`src/rtl/dof_ex_stall_pipe_pkg.sv`:
```
// pipe_pkg: shared definitions for the DOF->EX pipeline slice.
//   state_t  : pipeline control FSM states (RUN / STALL)
//   DA_W/FS_W: destination-address and function-select field widths
//   NOP_*    : field values loaded into EX when a bubble is injected
package pipe_pkg;

    typedef enum logic {
        ST_RUN   = 1'b0,
        ST_STALL = 1'b1
    } state_t;

    localparam int unsigned DA_W = 3;
    localparam int unsigned FS_W = 5;

    localparam logic [FS_W-1:0] NOP_FS = 5'b0;
    localparam logic [DA_W-1:0] NOP_DA = 3'b0;

endpackage

```
`src/rtl/dof_ex_stall_pipe_sat_counter.sv`:
```
// sat_counter: saturating up-counter, used for the stall statistics.
//   clk   : system clock, rising edge
//   rst_n : asynchronous active-low reset (clears q)
//   inc   : count enable, one increment per edge
//   q     : current count, sticks at all-ones
module sat_counter #(
    parameter int unsigned CNT_W = 16
) (
    input  logic             clk,
    input  logic             rst_n,
    input  logic             inc,
    output logic [CNT_W-1:0] q
);

    always_ff @(posedge clk or negedge rst_n) begin
        if (!rst_n) begin
            q <= '0;
        end else if (inc && (q != '1)) begin
            q <= q + 1'b1;
        end
    end

endmodule

```
`src/rtl/dof_ex_stall_pipe.sv`:
```
// dof_ex_stall_pipe: DOF->EX pipeline register with hazard stall and
// branch-flush bubble control, plus a saturating bubble counter.
//   clk, rst_n            : clock (rising edge), async active-low reset
//   DHS_O                 : data hazard flag from the stall detector
//   BR_FLUSH              : taken branch in EX, DOF slot is wrong-path
//   RW_D..B_D             : decoded DOF-stage control and operands
//   RW_E..B_E             : registered EX-stage copies
//   VALID_E               : 1 = EX holds a real instruction, 0 = bubble
//   PC_EN, IR_EN, IR_CLR  : combinational PC/IR load / IR flush controls
//   STALL_CNT             : hazard bubbles since reset, saturating
module dof_ex_stall_pipe
    import pipe_pkg::*;
#(
    parameter int unsigned WIDTH        = 8,
    parameter int unsigned STALL_CYCLES = 1,
    parameter int unsigned CNT_W        = 16
) (
    input  logic             clk,
    input  logic             rst_n,
    input  logic             DHS_O,
    input  logic             BR_FLUSH,
    input  logic             RW_D,
    input  logic [2:0]       DA_D,
    input  logic             MD_D,
    input  logic             MW_D,
    input  logic [4:0]       FS_D,
    input  logic [WIDTH-1:0] A_D,
    input  logic [WIDTH-1:0] B_D,
    output logic             RW_E,
    output logic [2:0]       DA_E,
    output logic             MD_E,
    output logic             MW_E,
    output logic [4:0]       FS_E,
    output logic [WIDTH-1:0] A_E,
    output logic [WIDTH-1:0] B_E,
    output logic             VALID_E,
    output logic             PC_EN,
    output logic             IR_EN,
    output logic             IR_CLR,
    output logic [CNT_W-1:0] STALL_CNT
);

    localparam int unsigned REM_W = (STALL_CYCLES > 1) ? $clog2(STALL_CYCLES) : 1;

    state_t           state, state_nx;
    logic [REM_W-1:0] rem, rem_nx;
    logic             capture;
    logic             stall_inc;

    always_ff @(posedge clk or negedge rst_n) begin
        if (!rst_n) begin
            state <= ST_RUN;
            rem   <= '0;
        end else begin
            state <= state_nx;
            rem   <= rem_nx;
        end
    end

    // Every edge loads EX with either the DOF instruction or a bubble,
    // so the control only has to decide which one.
    always_comb begin
        state_nx  = state;
        rem_nx    = rem;
        PC_EN     = 1'b1;
        IR_EN     = 1'b1;
        IR_CLR    = 1'b0;
        capture   = 1'b0;
        stall_inc = 1'b0;

        if (BR_FLUSH) begin
            IR_CLR   = 1'b1;
            state_nx = ST_RUN;
            rem_nx   = '0;
        end else if (state == ST_STALL) begin
            PC_EN     = 1'b0;
            IR_EN     = 1'b0;
            stall_inc = 1'b1;
            rem_nx    = rem - 1'b1;
            if (rem == REM_W'(1)) begin
                state_nx = ST_RUN;
            end
        end else if (DHS_O) begin
            PC_EN     = 1'b0;
            IR_EN     = 1'b0;
            stall_inc = 1'b1;
            if (STALL_CYCLES > 1) begin
                state_nx = ST_STALL;
                rem_nx   = REM_W'(STALL_CYCLES - 1);
            end
        end else begin
            capture = 1'b1;
        end
    end

    always_ff @(posedge clk or negedge rst_n) begin
        if (!rst_n) begin
            RW_E    <= 1'b0;
            DA_E    <= NOP_DA;
            MD_E    <= 1'b0;
            MW_E    <= 1'b0;
            FS_E    <= NOP_FS;
            A_E     <= '0;
            B_E     <= '0;
            VALID_E <= 1'b0;
        end else if (capture) begin
            RW_E    <= RW_D;
            DA_E    <= DA_D;
            MD_E    <= MD_D;
            MW_E    <= MW_D;
            FS_E    <= FS_D;
            A_E     <= A_D;
            B_E     <= B_D;
            VALID_E <= 1'b1;
        end else begin
            RW_E    <= 1'b0;
            DA_E    <= NOP_DA;
            MD_E    <= 1'b0;
            MW_E    <= 1'b0;
            FS_E    <= NOP_FS;
            A_E     <= '0;
            B_E     <= '0;
            VALID_E <= 1'b0;
        end
    end

    sat_counter #(
        .CNT_W(CNT_W)
    ) u_stall_cnt (
        .clk  (clk),
        .rst_n(rst_n),
        .inc  (stall_inc),
        .q    (STALL_CNT)
    );

endmodule

```
`config.mk`:
```
export PLATFORM = sky130hd
export DESIGN_NAME = dof_ex_stall_pipe
export DESIGN_NICKNAME = d
export VERILOG_FILES = /design/src/rtl/dof_ex_stall_pipe_pkg.sv /design/src/rtl/dof_ex_stall_pipe_sat_counter.sv /design/src/rtl/dof_ex_stall_pipe.sv
export SDC_FILE = /design/constraint.sdc
export NUM_CORES = 1
export LEC_CHECK = 0
export CELL_PAD_IN_SITES_DETAIL_PLACEMENT = 1
export CELL_PAD_IN_SITES_GLOBAL_PLACEMENT = 1
export CORE_UTILIZATION = 47
export DETAILED_ROUTE_END_ITERATION = 12
export DONT_BUFFER_PORTS = 1
export PLACE_DENSITY_LB_ADDON = 0.1
export SLEW_MARGIN = 20
export SYNTH_ARGS = -nofsm -noshare
export SYNTH_HDL_FRONTEND = slang
export SYNTH_HIERARCHICAL = 1
export SYNTH_SLANG_ARGS = --single-unit
```
`constraint.sdc`:
```
create_clock -name clk -period 1.75 [get_ports clk]
set_input_delay 0.2625 -clock clk [delete_from_list [all_inputs] [get_ports clk]]
set_output_delay 0.2625 -clock clk [all_outputs]
set_load 0.01 [all_outputs]
```
* Yosys cells after proc, flatten, opt, wreduce, memory -nomap -nowiden
Cells that the tools add are included.
Word-level totals: register bits 46, bits of input ports 31, logic and storage cells 37
Operators by class: add/sub/neg operators 2, eq/ne operators 1, multiplexer cells 21, reduce and logical (&&, ||, !) cells 2
Operator list (number):
- 1-bit 2-to-1 mux | 17
- 16-bit by 1-bit adder with 16-bit output, second input constant | 1
- 8-bit 2-to-1 mux | 2
- 16-bit != test, second input constant | 1
- 5-bit 2-to-1 mux | 1
- 3-bit 2-to-1 mux | 1
- 2-bit nonzero test | 1
- 1-bit logical AND | 1
- 1-bit subtractor, second input constant | 1

* Depth between registers and ports, before layout
depth in word-level cells 4, depth in mapped cells 6, mapped depth without buffers 6

* Cells and area by module
The synthesis kept the hierarchy.
Modules (own cells, without submodules):
- dof_ex_stall_pipe | times used 1, cells an instance 68, area an instance 1028.5 um^2, seq. area each 750.7 um^2
- sat_counter | times used 1, cells an instance 72, area an instance 859.6 um^2, seq. area each 400.4 um^2

* Least setup slack after synthesis
OpenSTA, ideal clock, no wires.
kind reg-to-reg, from reg state, to reg u_stall_cnt.q[5], setup time 119 ps, arrival time 1444 ps, required time 1631 ps, setup slack 187 ps, cell stages (with the launch flop) 7, buffers on the path 0, path through dfrtp_1 > nor2_1 > nor2_1 > and3_1 > and4_2 > o211ai_1 > o21a_1
On the way: cells in the longest elaborated chain, start to end 3
RTL lines:
- start: declaration | RTL line dof_ex_stall_pipe.sv:45 | state_t state, state_nx;
- start signal: assignment | RTL line dof_ex_stall_pipe.sv:55 | state <= state_nx;
- 1-bit 2-to-1 mux | RTL line dof_ex_stall_pipe.sv:75 | end else if (state == ST_STALL) begin
- 1-bit 2-to-1 mux | RTL line dof_ex_stall_pipe.sv:71 | if (BR_FLUSH) begin
- named net stall_inc | RTL line dof_ex_stall_pipe.sv:48 | logic stall_inc;
- 1-bit logical AND | RTL line dof_ex_stall_pipe_sat_counter.sv:18 | end else if (inc && (q != '1)) begin
- end signal: assignment | RTL line dof_ex_stall_pipe_sat_counter.sv:19 | q <= q + 1'b1;
- end: declaration | RTL line dof_ex_stall_pipe_sat_counter.sv:12 | output logic [CNT_W-1:0] q
The timed path passes the listed nets, and every way through them passes these cells. A chain may end at the register's enable or synchronous reset.

* Final worst setup path
from reg u_stall_cnt.q[10], to reg u_stall_cnt.q[1]
On the way: cells in the longest elaborated chain, start to end 2
RTL lines (RTL line):
- 16-bit != test | dof_ex_stall_pipe_sat_counter.sv:18
- 1-bit logical AND | dof_ex_stall_pipe_sat_counter.sv:18
Every way passes these cells.

==> metrics.log <==
INFO  metric clk_root_buffer_cell = clkbuf_8
INFO  metric worstPathCellList = and4_4 > nand3_4 > o31ai_4 > mux2_1
INFO  metric die_height = 65.4 µm
INFO  metric mostFrequentLayoutCell = dfrtp_1
INFO  metric mapped_area = 0.00189 mm²
INFO  metric seq_area = 0.00115 mm²
INFO  metric place_worst_setup_slack = 147 ps
INFO  metric synth.yosys.seq_area_share = 61.0%
INFO  metric nets_in_the_synthesized_netlist = 172
INFO  metric final.setup.worst_slack = 135 ps
INFO  metric post-cts-setup-buffer-count = 0
INFO  metric share_clk_of_total_power = 29.1%
INFO  metric fin_crit_sh = 92.3%
INFO  metric final.setup.tns = 0 ps
INFO  metric number_of_placement_rows = 22
INFO  metric post-route-util = 58.2%
INFO  metric initial_util = 50.4%
INFO  metric run_status = completed
INFO  metric drt-pass1-iter-count = 4
INFO  metric postLayoutCellArea = 0.00218 mm²
INFO  metric totalPowerFinal = 2.28 mW
INFO  metric grt_antenna_before_repair = 0
INFO  metric switching_power = 641 µW
INFO  metric whs = 25.7 ps
INFO  metric maxCapViolCount = 0
INFO  metric netSwitchingFraction = 28.1%
INFO  metric grt_first_pass_wirelength = 6.46 mm
INFO  metric half_perimeter_wire_length_after_placement = 2.82 mm
INFO  metric route.detailed.wl_per_inst = 18.2 µm
INFO  metric mostFrequentLayoutCells = 46 x dfrtp_1, 18 x buf_4, 17 x and2_2
INFO  metric worst_path_max_delay_cell = dfrtp_1
INFO  metric grt_pass1_vias = 1,379
INFO  metric placedInstanceArea = 0.00205 mm²
INFO  metric report.final.hold_viol_count = 0
INFO  metric max_freq = 619 MHz
INFO  metric max-vdd-ir-drop = 0.000591 V
INFO  metric die_area = 0.00427 mm²
INFO  metric finalClockSkew = 4.18 ps
INFO  metric maxSlewHeadroom = 71.9%
INFO  metric comb_power_share = 17.3%
INFO  metric crit_arrival = 1800 ps
INFO  metric path_delay_family = flip-flops
INFO  metric synthesis.instances = 140
INFO  metric worst_ep_required_time = 1930 ps
INFO  metric grt_start_max_net_pins = 47
INFO  metric synth_seq_cells = 46
INFO  metric final-setup-viol-count = 0
INFO  metric synthesis.area_per_instance = 13.5 µm²
INFO  metric die_w = 65.4 µm
INFO  metric vias = 1,210
INFO  metric max-clock-path-buffers = 2
INFO  metric number_of_nets_in_the_layout = 195
INFO  metric ant_nets = 0
INFO  metric htreeDepth = 2
INFO  metric layout-drive-gt1-share = 33.5%
INFO  metric drv_slew = 0
INFO  metric crit_type = reg -> reg
INFO  metric min_path_type = in -> reg
INFO  metric cts_inserted_buffers = 5
INFO  metric p_int = 1.64 mW
INFO  metric place_inst = 202
INFO  metric wirelength = 3.86 mm
INFO  metric number_of_remaining_drc_errors = 0
INFO  metric synth_warnings = 6
INFO  metric critical_path.max_stage_delay = 510 ps
INFO  metric viasPerCell = 5.71
INFO  metric ios = 78
INFO  metric critical_path_peak_fanout = 6
INFO  metric cts_resized = 0
INFO  metric synth.distinct_cells = 34
INFO  metric grt.overflow.total = 0
INFO  metric grtUsageTotal = 21.3%
INFO  metric clock_latency = 300 ps
INFO  metric multi_input_area = 699 µm²
INFO  metric kind_of_start_point_of_the_critical_path = flop
INFO  metric instances_no_fill = 212
INFO  metric power_density = 1050 mW/mm²
INFO  metric tightest_slew = 421 ps
INFO  metric sequential_power_share = 53.6%
INFO  metric antenna_cells = 0
INFO  metric gp_congestion = 0.816
INFO  metric clkSlewWorstSetupHoldPaths = 80 ps
INFO  metric tritoncts_clock_tree = done
INFO  metric io_buffer_count = 0
INFO  metric static-leakage-power = 1.03 nW
INFO  metric fill_cells = 396
INFO  metric cts_sinks = 46
INFO  metric area_growth = 15.4%
INFO  metric crit_path_buf_inv_count = 0
INFO  metric fp.coreArea = 0.00374 mm²
INFO  metric finalCriticalPeriod = 1620 ps
INFO  metric drt_iter0_drc = 43
INFO  metric setup_repair_after_global_routing_missed_its_margin = no
INFO  metric critical_path.endpoint_type = flop
-- cell usage after synthesis --
cell / number / share of area [%]
a21oi_1: 3 / 0.79
a31oi_1: 3 / 0.99
a32oi_1: 1 / 0.46
and2_1: 10 / 3.3
and2_2: 17 / 6.8
and3_1: 2 / 0.66
and4_1: 1 / 0.46
and4_2: 1 / 0.53
and4_4: 1 / 0.60
and4b_1: 1 / 0.53
buf_4: 2 / 0.79
buf_6: 2 / 1.2
dfrtp_1: 46 / 61
ha_1: 1 / 0.66
mux2_1: 1 / 0.60
nand2_1: 4 / 0.79
nand3_1: 5 / 1.3
nand3_4: 1 / 0.93
nand4_1: 8 / 2.7
nand4_2: 1 / 0.66
nand4_4: 1 / 1.1
nor2_1: 5 / 0.99
nor2_2: 1 / 0.33
nor3_2: 1 / 0.53
nor3_4: 1 / 0.86
nor3b_1: 1 / 0.40
nor4_4: 2 / 2.3
o211ai_1: 1 / 0.40
o21a_1: 5 / 2.0
o21ai_0: 1 / 0.26
o31ai_4: 1 / 1.1
or2_2: 1 / 0.33
xnor2_1: 6 / 2.8
xor2_1: 2 / 0.93
-- final cells by class --
cell class | count | share of cell area [%]
flip-flops and latches | 46 | 52.8
repair buffers | 20 | 7.93
clock inverters | 1 | 0.402
well taps | 48 | 2.76
clock buffers | 7 | 3.96
multi-input cells | 90 | 32.1
-- power groups by stage --
stage	clock (mW)	sequential, mW	combinational, mW
6_report	0.665	1.22	0.395
5_1_grt	0.743	1.23	0.432
4_1_cts	0.697	1.23	0.399
3_5_place_dp	0	1.24	0.366
3_3_place_gp	0	1.24	0.348
2_1_floorplan	0	1.30	0.143
-- routing by layer --
layer	global-route usage [%]	share of wire, %	wire length, µm
met5	0	0	0
met4	11.1	2.3	90
met3	10.1	9.2	354
met2	35.4	53	2060
met1	22.1	35	1360
-- registers in the layout, indices dropped and copies added (netlist names), 3 cells and up --
name and flops:
A_E 8, B_E 8, DA_E 3, FS_E 5
u_stall_cnt/q 16
-- path summary, 6_finish.rpt --
| check | slack, ps | startpoint | cells past startpoint | end |
|---|---|---|---|---|
| setup reg to reg | 130 | u_stall_cnt/q[10] | 4 | u_stall_cnt/q[1] |
| hold reg to reg | 480 | rem | 1 | state |
| max in group asynchronous | 1080 | rst_n | 2 | u_stall_cnt/q[10] |
| min in group asynchronous | 470 | rst_n | 2 | u_stall_cnt/q[3] |
| setup / recovery | 130 | u_stall_cnt/q[10] | 4 | u_stall_cnt/q[1] |
| hold / removal | 30 | BR_FLUSH | 1 | rem |
-- cells by family (layout without fill, tap and decap cells) --
| group | Yosys count | after routing | share of synthesized area [%] |
|---|---|---|---|
| compound gates | 15 | 15 | 6.03 |
| flops | 46 | 46 | 61.0 |
| simple gates | 65 | 65 | 26.0 |
| fa+ha+maj | 1 | 1 | 0.663 |
| xor+xnor | 8 | 8 | 3.71 |
| buf+inv | 4 | 28 | 1.99 |
| mux | 1 | 1 | 0.596 |
-- repair_timing --
action,CTS,global route
hold buffers,2,0
endpoints found under the hold margin,46,0
endpoints found under the setup margin,0,0
Note: power is estimated with default switching activity, not from simulation.
